### config.mk
export PLATFORM = sky130hd
export DESIGN_NAME = pll_drp_reconfig_ctrl
export DESIGN_NICKNAME = d
export VERILOG_FILES = /design/src/rtl/pll_ctrl_pkg.sv /design/src/rtl/drp_rmw_port.sv /design/src/rtl/pll_drp_reconfig_ctrl.sv
export SDC_FILE = /design/constraint.sdc
export NUM_CORES = 1
export LEC_CHECK = 0
export CORE_MARGIN = 8
export CORE_UTILIZATION = 45
export DETAILED_ROUTE_END_ITERATION = 16
export HOLD_SLACK_MARGIN = 0.02
export PLACE_DENSITY_LB_ADDON = 0.1
export SYNTH_ARGS = -nofsm -noshare
export SYNTH_HDL_FRONTEND = slang
export SYNTH_SLANG_ARGS = --single-unit
### constraint.sdc
create_clock -name clkin_int -period 2.4 [get_ports clkin_int]
set_input_delay 0.36 -clock clkin_int [delete_from_list [all_inputs] [get_ports clkin_int]]
set_output_delay 0.36 -clock clkin_int [all_outputs]
set_load 0.01 [all_outputs]
### src/rtl/pll_ctrl_pkg.sv
// Shared definitions for the PLL DRP reconfiguration controller:
// state codes, error codes, DRP widths and the read-modify-write merge.
package pll_ctrl_pkg;

    localparam int ADDR_W = 7;
    localparam int DATA_W = 16;

    typedef logic [2:0] state_t;

    // Sequencer states. ST_DRP_BUSY is the top-level view of the whole
    // RD_REQ..WR_WAIT span, which the DRP port sub-module walks through.
    localparam state_t ST_IDLE       = 3'd0;
    localparam state_t ST_RD_REQ     = 3'd1;
    localparam state_t ST_RD_WAIT    = 3'd2;
    localparam state_t ST_WR_REQ     = 3'd3;
    localparam state_t ST_WR_WAIT    = 3'd4;
    localparam state_t ST_RST_ASSERT = 3'd5;
    localparam state_t ST_LOCK_WAIT  = 3'd6;
    localparam state_t ST_DRP_BUSY   = 3'd7;

    localparam logic [1:0] ERR_NONE    = 2'd0;
    localparam logic [1:0] ERR_RD_TO   = 2'd1;
    localparam logic [1:0] ERR_WR_TO   = 2'd2;
    localparam logic [1:0] ERR_LOCK_TO = 2'd3;

    // Keep current bits where mask is 0, take new bits where mask is 1.
    function automatic logic [DATA_W-1:0] merge_bits(
        input logic [DATA_W-1:0] cur_bits,
        input logic [DATA_W-1:0] new_bits,
        input logic [DATA_W-1:0] mask_bits
    );
        return (cur_bits & ~mask_bits) | (new_bits & mask_bits);
    endfunction

endpackage

### src/rtl/drp_rmw_port.sv
// One masked read-modify-write on the PLL DRP port. Started by a one-cycle
// start strobe; reports completion or a DRDY timeout for the read or write
// half. The wait timeout counter lives in the parent; this block asks for it
// to be cleared in each request cycle so it starts at 0 in every wait state.
module drp_rmw_port
    import pll_ctrl_pkg::*;
(
    input  logic              clkin_int,
    input  logic              reset_active,
    input  logic              start,
    input  logic [ADDR_W-1:0] addr,
    input  logic [DATA_W-1:0] data,
    input  logic [DATA_W-1:0] mask,
    input  logic              drdy_expired,
    input  logic [DATA_W-1:0] pll_do,
    input  logic              pll_drdy,
    output logic [ADDR_W-1:0] pll_daddr,
    output logic              pll_den,
    output logic              pll_dwe,
    output logic [DATA_W-1:0] pll_di,
    output logic              cnt_clr,
    output logic              done,
    output logic              rd_timeout,
    output logic              wr_timeout
);

    state_t            state_r;
    logic [DATA_W-1:0] data_r;
    logic [DATA_W-1:0] mask_r;
    logic [ADDR_W-1:0] daddr_r;
    logic [DATA_W-1:0] di_r;
    logic              den_r;
    logic              dwe_r;

    // DRP sequencing: strobes are registered so they are high exactly in the request states.
    always_ff @(posedge clkin_int or posedge reset_active) begin
        if (reset_active) begin
            state_r <= ST_IDLE;
            data_r  <= {DATA_W{1'b0}};
            mask_r  <= {DATA_W{1'b0}};
            daddr_r <= {ADDR_W{1'b0}};
            di_r    <= {DATA_W{1'b0}};
            den_r   <= 1'b0;
            dwe_r   <= 1'b0;
        end else begin
            case (state_r)
                ST_IDLE: begin
                    if (start) begin
                        daddr_r <= addr;
                        data_r  <= data;
                        mask_r  <= mask;
                        den_r   <= 1'b1;
                        dwe_r   <= 1'b0;
                        state_r <= ST_RD_REQ;
                    end
                end
                ST_RD_REQ: begin
                    den_r   <= 1'b0;
                    state_r <= ST_RD_WAIT;
                end
                ST_RD_WAIT: begin
                    // DRDY takes priority over a timeout landing in the same cycle.
                    if (pll_drdy) begin
                        di_r    <= merge_bits(pll_do, data_r, mask_r);
                        den_r   <= 1'b1;
                        dwe_r   <= 1'b1;
                        state_r <= ST_WR_REQ;
                    end else if (drdy_expired) begin
                        state_r <= ST_IDLE;
                    end
                end
                ST_WR_REQ: begin
                    den_r   <= 1'b0;
                    dwe_r   <= 1'b0;
                    state_r <= ST_WR_WAIT;
                end
                ST_WR_WAIT: begin
                    if (pll_drdy || drdy_expired) begin
                        state_r <= ST_IDLE;
                    end
                end
                default: begin
                    den_r   <= 1'b0;
                    dwe_r   <= 1'b0;
                    state_r <= ST_IDLE;
                end
            endcase
        end
    end

    // Handshake back to the parent sequencer.
    always_comb begin
        cnt_clr    = (state_r == ST_RD_REQ) || (state_r == ST_WR_REQ);
        done       = (state_r == ST_WR_WAIT) && pll_drdy;
        rd_timeout = (state_r == ST_RD_WAIT) && !pll_drdy && drdy_expired;
        wr_timeout = (state_r == ST_WR_WAIT) && !pll_drdy && drdy_expired;
    end

    assign pll_daddr = daddr_r;
    assign pll_den   = den_r;
    assign pll_dwe   = dwe_r;
    assign pll_di    = di_r;

endmodule

### src/rtl/pll_drp_reconfig_ctrl.sv
// PLL reconfiguration sequencer: accepts masked DRP writes from the host,
// runs each as a read-modify-write, and after the last one pulses PLL RST
// and waits for LOCKED. Errors abort to IDLE without resetting the PLL.
module pll_drp_reconfig_ctrl
    import pll_ctrl_pkg::*;
#(
    parameter int DRDY_TIMEOUT = 16,
    parameter int LOCK_TIMEOUT = 1023,
    parameter int RST_HOLD     = 4
) (
    input  logic              clkin_int,
    input  logic              reset_active,
    input  logic              cfg_valid,
    output logic              cfg_ready,
    input  logic [ADDR_W-1:0] cfg_addr,
    input  logic [DATA_W-1:0] cfg_data,
    input  logic [DATA_W-1:0] cfg_mask,
    input  logic              cfg_last,
    output logic              busy,
    output logic              done,
    output logic              error,
    output logic [1:0]        err_code,
    output logic              pll_rst,
    output logic [ADDR_W-1:0] pll_daddr,
    output logic              pll_den,
    output logic              pll_dwe,
    output logic [DATA_W-1:0] pll_di,
    input  logic [DATA_W-1:0] pll_do,
    input  logic              pll_drdy,
    input  logic              pll_locked
);

    localparam int CNT_W = $clog2(LOCK_TIMEOUT + 1);
    localparam logic [CNT_W-1:0] CNT_ONE    = CNT_W'(1);
    localparam logic [CNT_W-1:0] CNT_LIMIT  = CNT_W'(LOCK_TIMEOUT);
    localparam logic [CNT_W-1:0] DRDY_LAST  = CNT_W'(DRDY_TIMEOUT - 1);
    localparam logic [CNT_W-1:0] LOCK_LAST  = CNT_W'(LOCK_TIMEOUT - 1);
    localparam logic [CNT_W-1:0] RST_LAST   = CNT_W'(RST_HOLD - 1);

    state_t           state_r;
    state_t           state_nxt_s;
    logic [CNT_W-1:0] cnt_r;
    logic             cnt_clr_s;
    logic             last_r;
    logic             last_nxt_s;
    logic             start_s;
    logic             cfg_ready_r;
    logic             busy_r;
    logic             done_r;
    logic             done_nxt_s;
    logic             error_r;
    logic             error_nxt_s;
    logic [1:0]       err_code_r;
    logic [1:0]       err_code_nxt_s;
    logic             pll_rst_r;
    logic             rmw_cnt_clr_s;
    logic             rmw_done_s;
    logic             rd_to_s;
    logic             wr_to_s;
    logic             drdy_exp_s;

    assign drdy_exp_s = (cnt_r == DRDY_LAST);

    drp_rmw_port u_rmw (
        .clkin_int    (clkin_int),
        .reset_active (reset_active),
        .start        (start_s),
        .addr         (cfg_addr),
        .data         (cfg_data),
        .mask         (cfg_mask),
        .drdy_expired (drdy_exp_s),
        .pll_do       (pll_do),
        .pll_drdy     (pll_drdy),
        .pll_daddr    (pll_daddr),
        .pll_den      (pll_den),
        .pll_dwe      (pll_dwe),
        .pll_di       (pll_di),
        .cnt_clr      (rmw_cnt_clr_s),
        .done         (rmw_done_s),
        .rd_timeout   (rd_to_s),
        .wr_timeout   (wr_to_s)
    );

    // Next-state and status decisions for the IDLE, DRP, RST and lock phases.
    always_comb begin
        state_nxt_s    = state_r;
        last_nxt_s     = last_r;
        done_nxt_s     = 1'b0;
        error_nxt_s    = error_r;
        err_code_nxt_s = err_code_r;
        start_s        = 1'b0;
        case (state_r)
            ST_IDLE: begin
                if (cfg_valid) begin
                    start_s        = 1'b1;
                    last_nxt_s     = cfg_last;
                    error_nxt_s    = 1'b0;
                    err_code_nxt_s = ERR_NONE;
                    state_nxt_s    = ST_DRP_BUSY;
                end else begin
                    state_nxt_s    = ST_IDLE;
                end
            end
            ST_DRP_BUSY: begin
                if (rmw_done_s) begin
                    state_nxt_s    = last_r ? ST_RST_ASSERT : ST_IDLE;
                end else if (rd_to_s) begin
                    error_nxt_s    = 1'b1;
                    err_code_nxt_s = ERR_RD_TO;
                    state_nxt_s    = ST_IDLE;
                end else if (wr_to_s) begin
                    error_nxt_s    = 1'b1;
                    err_code_nxt_s = ERR_WR_TO;
                    state_nxt_s    = ST_IDLE;
                end else begin
                    state_nxt_s    = ST_DRP_BUSY;
                end
            end
            ST_RST_ASSERT: begin
                if (cnt_r == RST_LAST) begin
                    state_nxt_s = ST_LOCK_WAIT;
                end else begin
                    state_nxt_s = ST_RST_ASSERT;
                end
            end
            ST_LOCK_WAIT: begin
                if (pll_locked) begin
                    done_nxt_s     = 1'b1;
                    state_nxt_s    = ST_IDLE;
                end else if (cnt_r == LOCK_LAST) begin
                    error_nxt_s    = 1'b1;
                    err_code_nxt_s = ERR_LOCK_TO;
                    state_nxt_s    = ST_IDLE;
                end else begin
                    state_nxt_s    = ST_LOCK_WAIT;
                end
            end
            default: begin
                state_nxt_s = ST_IDLE;
            end
        endcase
    end

    // The counter restarts on every state entry, including the sub-module's wait states.
    assign cnt_clr_s = rmw_cnt_clr_s || (state_nxt_s != state_r);

    // Shared timeout counter, saturating at its limit.
    always_ff @(posedge clkin_int or posedge reset_active) begin
        if (reset_active) begin
            cnt_r <= {CNT_W{1'b0}};
        end else if (cnt_clr_s) begin
            cnt_r <= {CNT_W{1'b0}};
        end else if (cnt_r != CNT_LIMIT) begin
            cnt_r <= cnt_r + CNT_ONE;
        end
    end

    // State and registered status outputs.
    always_ff @(posedge clkin_int or posedge reset_active) begin
        if (reset_active) begin
            state_r     <= ST_IDLE;
            last_r      <= 1'b0;
            cfg_ready_r <= 1'b1;
            busy_r      <= 1'b0;
            done_r      <= 1'b0;
            error_r     <= 1'b0;
            err_code_r  <= ERR_NONE;
            pll_rst_r   <= 1'b0;
        end else begin
            state_r     <= state_nxt_s;
            last_r      <= last_nxt_s;
            cfg_ready_r <= (state_nxt_s == ST_IDLE);
            busy_r      <= (state_nxt_s != ST_IDLE);
            done_r      <= done_nxt_s;
            error_r     <= error_nxt_s;
            err_code_r  <= err_code_nxt_s;
            pll_rst_r   <= (state_nxt_s == ST_RST_ASSERT);
        end
    end

    assign cfg_ready = cfg_ready_r;
    assign busy      = busy_r;
    assign done      = done_r;
    assign error     = error_r;
    assign err_code  = err_code_r;
    assign pll_rst   = pll_rst_r;

endmodule

==> impl_metrics.toml, run 1 <==
[setup_path]
r2r_cells = 8
reg2reg_slack_ns = 0.27
crit_path_end_kind = "flip-flop"
required_ns = 2.64
rr_startpoint = "cnt_r[0]$_DFFE_PP0P_"
startpoint = "cnt_r[0]$_DFFE_PP0P_"
crit_type = "reg2reg"
cp-start-kind = "flip-flop"
cp.arrival_ns = 2.37
r2r_end = "cnt_r[1]$_DFFE_PP0P_"
crit_fanout = 10

[global_route]
grt_pass1_wl_um = 14100
antenna_found_initial = 0
gr-usage-all-layers = 0.154
grt_pass1_vias = 2827
grt_overflow = 0
grt_max_degree = 40

[sta]
relSlewSlack = 0.630
setup_ws_ns = 0.269
setup_viol = 0
hold_viol = 0
fmax_mhz = 469
fin_skew_ns = 0.0118
setup_tns_ns = 0
rsz0062_at_grt = "false"
drv_slew = 0
min_period_ns = 2.13
worst_pin_slew_ns = 0.553
min_period_over_period = 0.888

[logic_synthesis]
yosysMostFrequentCell = "dfrtp_1"
synth_largest_area_cell = "dfrtp_1"
synth_cell_types = 59
synth_top_area_frac = 0.532
yosysWarnings = 0
ys_ff_latch = 81
syn_inst = 308
synth_edf_count = 0
synth_common_cells = "80 x dfrtp_1, 30 x mux2_2, 26 x a21oi_1"
ys.flop_type = "dfrtp_1"
avgSynthCellArea_um2 = 12.2
yosys-top-cells-area = "dfrtp_1 53%, mux2_2 9.0%, mux2i_1 4.3%"
ys_async_sr_fraction = 1.00
seq_area_frac_synth = 0.539
syn_area_mm2 = 0.00376
syn-num-nets = 371

[clock_tree]
cts_buffers = 9
cts.clk_slew.worst_paths_ns = 0.09
cts_sinks = 81
cts_tree = "built"
root_buffer = "clkbuf_8"
post-cts-setup-buffer-count = 0
insertion_delay_ns = 0.35
h-tree-depth = 3
cts_resized = 0
hold_buffers = 0
ctsLongestPathBuffers = 2

[run_status]
outcome = "complete, no violations"

[layout]
nets = 471
antennaDiodeCount = 0
final_cells = 518
drive_gt1_frac = 0.189
multi_input_area_mm2 = 0.00161
n_fill_cell = 677
syn_to_final_growth_pct = 35.7
regArea_mm2 = 0.00203

[route]
drt-total-wl_um = 8510
vias_per_cell = 5.31
firstDrtPassIters = 4
via_count = 2748
postRouteAntennaNets = 0
drc_errors = 0
drt-initial-drc-count = 76
wl_per_cell_um = 16.4

[floorplan]
design.core.area_mm2 = 0.00818
die_y_um = 107
start_util = 0.461
die_area_mm2 = 0.0115
die_width_um = 107
io_pins = 93
row_count = 33

[power]
vdd.ir_drop.worst_uv = 504
p_leak_nw = 2.15
fin_total_pwr_w = 0.00591
powerDensity_mw_per_mm2 = 1160

[place]
pre_cts_slack_ns = 0.236
place_inst = 502
dp_hpwl_um = 6170
gp_congestion = 0.822
portBuffers = 92

[min_path]
hp-class = "in2async"

[flow_run]
cap_violations = 0
stage by stage:
step / hold WS [ns] / area [um2] / utilization
5_1_grt: 0.454 / 5110 / 0.625
4_1_cts: 0.406 / 5110 / 0.625
6_report: 0.405 / 5110 / 0.625
3_3_place_gp: 0.468 / 4890 / 0.598
2_1_floorplan: 0.446 / 3770 / -
3_5_place_dp: 0.476 / 4890 / 0.598
critical path, stage by stage (launching register included):
cell and delay, ns:
dfrtp_1 0.43, inv_1 0.06, ha_1 0.18, and3_1 0.20, a311oi_2 0.41, a21bo_2 0.22
o21ai_4 0.06, buf_12 0.15, a2111oi_4 0.30
per-layer routing:
metal / up-vias / GRT usage / part of all wire
li1: 1308 / - / -
met1: 1349 / 0.194 / 0.45
met2: 75 / 0.245 / 0.48
met3: 16 / 0.0425 / 0.057
met4: 0 / 0.0585 / 0.018
met5: - / 0 / 0
logic make-up (layout without fill, tap and decap cells):
kind of cell / after synthesis / after routing / share of synthesized area
AO/OA/AOI/OAI: 51 / 51 / 0.109
XOR/XNOR: 6 / 6 / 0.0140
adder cells (fa/ha/maj): 2 / 2 / 0.00665
buffers and inverters: 25 / 130 / 0.0349
flip-flops: 81 / 81 / 0.539
multiplexers: 56 / 56 / 0.162
AND/OR/NAND/NOR: 87 / 87 / 0.135
registers in the layout (all words and copies together) (netlist names):
register and cells:
u_rmw.data_r 16, u_rmw.mask_r 16, u_rmw.pll_di 16, cnt_r 10
u_rmw.pll_daddr 7, state_r 3, u_rmw.state_r 3, err_code 2
busy 1, cfg_ready 1, done 1, error 1
last_r 1, pll_rst 1, u_rmw.pll_den 1, u_rmw.pll_dwe 1
how the worst max path moves through the flow:
stage                      endpoint
6_report       cnt_r[1]$_DFFE_PP0P_
5_1_grt        cnt_r[1]$_DFFE_PP0P_
4_1_cts        cnt_r[1]$_DFFE_PP0P_
3_5_place_dp   cnt_r[6]$_DFFE_PP0P_
3_3_place_gp   cnt_r[5]$_DFFE_PP0P_
2_1_floorplan  cnt_r[1]$_DFFE_PP0P_
power breakdown:
part           leakage (nW)  internal [W]  switching (W)
Combinational          1.07       0.00140        0.00105
Sequential            0.982       0.00197       0.000383
Clock                 0.107      0.000618       0.000488
area by class of cell:
class	count	share of cell area
Timing Repair Buffer	105	0.212
Multi-Input combinational cell	202	0.315
Sequential cell	81	0.397
Inverter	9	0.00735
Clock buffer	12	0.0284
Tap cell	105	0.0257
Clock inverter	4	0.0149
placed cells by master, fill, tap and decap left out, drive strengths merged, types with 9 or more instances in the layout:
master	n
mux2i	16
buf	13
clkbuf	12
dfrtp	80
mux2	40
a21oi	26
nor2	24
clkdlybuf4s50	92
nand3	9
nor3	9
nand2	13
Power figures use the tool's default switching activity.
==> run 2: changes to the inputs <==
- SYNTH_HIERARCHICAL: default -> 1
==> impl_metrics.toml, run 2 <==
[run_status]
outcome = "complete, no violations"

[clock_tree]
cts.clk_slew.worst_paths_ns = 0.08
cts_tree = "built"
h-tree-depth = 3
hold_buffers = 0
cts_sinks = 81
cts_buffers = 9
insertion_delay_ns = 0.34
root_buffer = "clkbuf_8"
ctsLongestPathBuffers = 2

[floorplan]
die_width_um = 107
start_util = 0.461
die_area_mm2 = 0.0115
io_pins = 93
die_y_um = 107
design.core.area_mm2 = 0.00813
row_count = 33

[setup_path]
crit_fanout = 5
cp-start-kind = "flip-flop"
crit_type = "reg2reg"
required_ns = 2.64
cp.arrival_ns = 2.61
crit_path_end_kind = "flip-flop"
reg2reg_slack_ns = 0.03

[layout]
drive_gt1_frac = 0.241
final_common_cell = "clkdlybuf4s50_1"
nets = 497
final_cell_mix = "92 x clkdlybuf4s50_1, 80 x dfrtp_1, 31 x mux2_2"
final_cells = 544
antennaDiodeCount = 0
multi_input_area_mm2 = 0.00171
n_fill_cell = 669
syn_to_final_growth_pct = 41.1
regArea_mm2 = 0.00203

[place]
pre_cts_slack_ns = -0.0911
gp_congestion = 0.873
portBuffers = 92
dp_hpwl_um = 6320
place_inst = 524

[sta]
setup_viol = 0
hold_viol = 0
min_period_over_period = 0.989
rsz0062_at_grt = "true"
fin_skew_ns = 0.00651
setup_ws_ns = 0.0265
holdWs_ns = 0.276
setup_tns_ns = 0
relSlewSlack = 0.666
min_period_ns = 2.37
worst_pin_slew_ns = 0.488
fmax_mhz = 421
drv_slew = 0

[logic_synthesis]
ys.flop_type = "dfrtp_1"
synth_largest_area_cell = "dfrtp_1"
syn_inst = 313
seq_area_frac_synth = 0.541
yosys-top-cells-area = "dfrtp_1 53%, mux2_2 9.3%, mux2i_1 5.1%"
ys_async_sr_fraction = 1.00
synth_top_area_frac = 0.534
avgSynthCellArea_um2 = 12.0
syn_area_mm2 = 0.00375
synth_edf_count = 0
yosysMostFrequentCell = "dfrtp_1"
synth_common_cells = "80 x dfrtp_1, 31 x mux2_2, 25 x nor2_1"
ys_ff_latch = 81
synth_cell_types = 51
yosysWarnings = 6
syn-num-nets = 376

[route]
drt-initial-drc-count = 65
drt-total-wl_um = 8850
drc_errors = 0
via_count = 2862
postRouteAntennaNets = 0
wl_per_cell_um = 16.3
vias_per_cell = 5.26
firstDrtPassIters = 4

[flow_run]
cap_violations = 0

[global_route]
grt_overflow = 0
grt_max_degree = 40
antenna_found_initial = 0
grt_pass1_wl_um = 14100
gr-usage-all-layers = 0.154
grt_pass1_vias = 2899

[min_path]
hp-class = "in2async"

[power]
powerDensity_mw_per_mm2 = 1150
vdd.ir_drop.worst_uv = 498
p_leak_nw = 2.23
-- run 2: cell count changes after synthesis, moves of 3 or more --
| cell | previous run | this run |
|---|---|---|
| nor4_2 | 3 | 0 |
| nor3_1 | 8 | 11 |
| buf_4 | 3 | 6 |
| nor2b_1 | 1 | 6 |
| xor2_1 | 5 | 0 |
| clkbuf_1 | 5 | 2 |
| inv_1 | 9 | 6 |
| mux2i_1 | 16 | 19 |
| a21oi_1 | 26 | 23 |
-- run 2: cell type report --
cell class / count / share of cell area
Clock buffer: 12 / 0.0312
Clock inverter: 4 / 0.00946
Inverter: 6 / 0.00426
Multi-Input combinational cell: 212 / 0.323
Sequential cell: 81 / 0.383
Tap cell: 105 / 0.0248
Timing Repair Buffer: 124 / 0.224
-- run 2: worst max-delay path, cell delays in order (launching register included) --
cell and delay [ns]:
dfrtp_1 0.40, ha_2 0.18, and3_1 0.20, and3_4 0.21, and3b_1 0.19, or3_4 0.43
o21a_4 0.24, o211a_4 0.17, a2111oi_4 0.26
-- run 2: report_power, final --
part,switching [W],internal [W]
Sequential,0.000326,0.00198
Clock,0.000488,0.000564
Combinational,0.00122,0.00150
-- run 2: cell families (layout without fill, tap and decap cells) --
logic type                 count (synthesis)  after routing  share of synthesized area
and+or+nand+nor                           95             95                      0.138
DFF                                       81             81                      0.541
muxes                                     60             60                      0.174
AOI/OAI and AO/OA                         50             52                     0.0954
buffers and inverters                     22            146                     0.0384
xor gates and xnor gates                   3              3                    0.00701
adders and majority gates                  2              2                    0.00667
-- run 2: timing repair --
item / 4_1_cts / 5_1_grt
endpoints found under the setup margin: 12 / 12
buffers inserted: 0 / 2
cloned: 0 / 2
pin swaps: 0 / 6
gates resized for setup: 3 / 10
-- run 2: path summary, 6_finish.rpt --
| check | to | startpoint | cells past startpoint |
|---|---|---|---|
| max | cnt_r[4]$_DFFE_PP0P_ | cnt_r[0]$_DFFE_PP0P_ | 8 |
| max in group asynchronous | u_rmw/mask_r[8]$_DFFE_PP0P_ | reset_active | 3 |
| max reg2reg | cnt_r[4]$_DFFE_PP0P_ | cnt_r[0]$_DFFE_PP0P_ | 8 |
| min reg2reg | u_rmw/data_r[12]$_DFFE_PP0P_ | u_rmw/data_r[12]$_DFFE_PP0P_ | 1 |
| min in group clkin_int | u_rmw/data_r[12]$_DFFE_PP0P_ | u_rmw/data_r[12]$_DFFE_PP0P_ | 1 |
| min | u_rmw/pll_daddr[4]$_DFFE_PP0P_ | reset_active | 2 |
-- run 2: per-stage QoR --
stage          area, um2  power, W   util
2_1_floorplan       3770   0.00393      -
3_3_place_gp        4970   0.00486  0.611
3_5_place_dp        4970   0.00495  0.611
4_1_cts             5190   0.00603  0.638
5_1_grt             5290   0.00651  0.651
6_report            5290   0.00608  0.651
-- run 2: layer usage --
layer  vias to the layer above  global-route usage  share of wire
met5                         -                   0              0
met4                         0              0.0643          0.013
met3                        10              0.0443          0.063
met2                        86               0.247           0.48
met1                      1396               0.190           0.45
li1                       1370                   -              -
==> run 3: changes to the inputs <==
--- a/config.mk
+++ b/config.mk
@@ -8,3 +8,3 @@
 export CORE_MARGIN = 8
-export CORE_UTILIZATION = 45
+export CORE_UTILIZATION = 49
 export DETAILED_ROUTE_END_ITERATION = 16
==> constraint.sdc (replaced) <==
create_clock -name clkin_int -period 2.7 [get_ports clkin_int]
set_input_delay 0.54 -clock clkin_int [delete_from_list [all_inputs] [get_ports clkin_int]]
set_output_delay 0.54 -clock clkin_int [all_outputs]
set_load 0.01 [all_outputs]
==> impl_metrics.toml, run 3 (synthesized netlist as in run 2, its figures left out) <==
[run_status]
outcome = "complete, no violations"

[layout]
antennaDiodeCount = 0
final_common_cell = "clkdlybuf4s50_1"
final_cells = 529
final_cell_area_mm2 = 0.00515
n_fill_cell = 579
final_core_util = 0.680
multi_input_area_mm2 = 0.00161
final_cell_mix = "92 x clkdlybuf4s50_1, 80 x dfrtp_1, 31 x mux2_2"
syn_to_final_growth_pct = 37.2
drive_gt1_frac = 0.194
nets = 485
regArea_mm2 = 0.00203

[setup_path]
r2r_cells = 9
critPathCapture = "cnt_r[4]$_DFFE_PP0P_"
required_ns = 2.94
crit_fanout = 10
startpoint = "cnt_r[0]$_DFFE_PP0P_"
crit_path_end_kind = "flip-flop"
reg2reg_slack_ns = 0.10
r2r_end = "cnt_r[4]$_DFFE_PP0P_"
cp.arrival_ns = 2.84
cp-start-kind = "flip-flop"
rr_startpoint = "cnt_r[0]$_DFFE_PP0P_"
crit_type = "reg2reg"

[place]
pre_cts_slack_ns = 0.122
place_inst = 513
placed_cell_area_mm2 = 0.00492
portBuffers = 92
dp_hpwl_um = 6280
gp_congestion = 0.908

[sta]
min_period_ns = 2.60
drv_slew = 0
setup_tns_ns = 0
fin_skew_ns = 0.00901
worst_pin_slew_ns = 0.768
min_period_over_period = 0.962
relSlewSlack = 0.488
setup_viol = 0
fmax_mhz = 385
rsz0062_at_grt = "false"
setup_ws_ns = 0.102
hold_viol = 0

[route]
firstDrtPassIters = 4
wl_per_cell_um = 16.1
drt-initial-drc-count = 125
drt-total-wl_um = 8500
vias_per_cell = 5.30
routed-wl-met3_um = 580
postRouteAntennaNets = 0
wl_met1_um = 3520
via_count = 2805
drc_errors = 0
dr.max_layer_used = "met4"
wl_met2_um = 4270

[min_path]
hp-class = "reg2reg"
hp-start = "last_r$_DFFE_PP0P_"

[clock_tree]
h-tree-depth = 3
cts_sinks = 81
root_buffer = "clkbuf_8"
cts_tree = "built"
cts.clk_slew.worst_paths_ns = 0.08
ctsLongestPathBuffers = 2
hold_buffers = 0
insertion_delay_ns = 0.35
cts_buffers = 9

[flow_run]
cap_violations = 0

[floorplan]
die_y_um = 103
io_pins = 93
row_count = 32
design.core.area_mm2 = 0.00757
die_area_mm2 = 0.0107
start_util = 0.496
die_width_um = 103

[global_route]
grt_pass1_wl_um = 13700
gr-usage-all-layers = 0.166
grt_max_degree = 61
antenna_found_initial = 0
grt_pass1_vias = 2793
grt_overflow = 0

[power]
vdd.ir_drop.worst_uv = 577
p_leak_nw = 2.17
powerDensity_mw_per_mm2 = 1040
## run 3: layer usage
layer	up-vias	global-route usage
met5	-	0
met4	0	0.0612
met3	12	0.0335
met2	88	0.282
met1	1365	0.202
li1	1340	-
## run 3: where the power goes
| group | leakage [nW] | switching, W | internal (W) |
|---|---|---|---|
| clock network | 0.102 | 0.000445 | 0.000483 |
| registers | 0.983 | 0.000327 | 0.00176 |
| logic | 1.08 | 0.000988 | 0.00136 |
| total | 2.17 | 0.00176 | 0.00360 |
## run 3: worst min-delay path by stage
stage / to / cells past startpoint
finish: last_r$_DFFE_PP0P_ / 2
global route: u_rmw/pll_daddr[0]$_DFFE_PP0P_ / 1
CTS: u_rmw/pll_daddr[0]$_DFFE_PP0P_ / 1
global placement: u_rmw/data_r[13]$_DFFE_PP0P_ / 1
floorplan: last_r$_DFFE_PP0P_ / 2
detailed placement: u_rmw/pll_daddr[0]$_DFFE_PP0P_ / 1
## run 3: critical path: stages (launching register included)
cell,delay [ns]
dfrtp_1,0.42
ha_1,0.25
and3_1,0.21
and3_1,0.23
and3b_1,0.19
or3_4,0.40
o21a_4,0.23
o211a_1,0.15
buf_12,0.15
a2111oi_4,0.26
## run 3: timing repair
action,4_1_cts,5_1_grt
endpoints found under the setup margin,0,3
resized for setup,0,2
buffers inserted,0,0
## run 3: final cells by class
type	count	area share
clock buffers	11	0.0294
clock inverters	5	0.0122
inverters	6	0.00438
multi-input cells	210	0.312
flip-flops and latches	81	0.394
well taps	102	0.0248
repair buffers	114	0.223
## run 3: metrics by stage
stage	total power, W	hold slack [ns]
floorplan	0.00349	0.444
global placement	0.00440	0.467
detailed placement	0.00448	0.475
CTS	0.00542	0.495
global route	0.00573	0.516
finish	0.00536	0.490
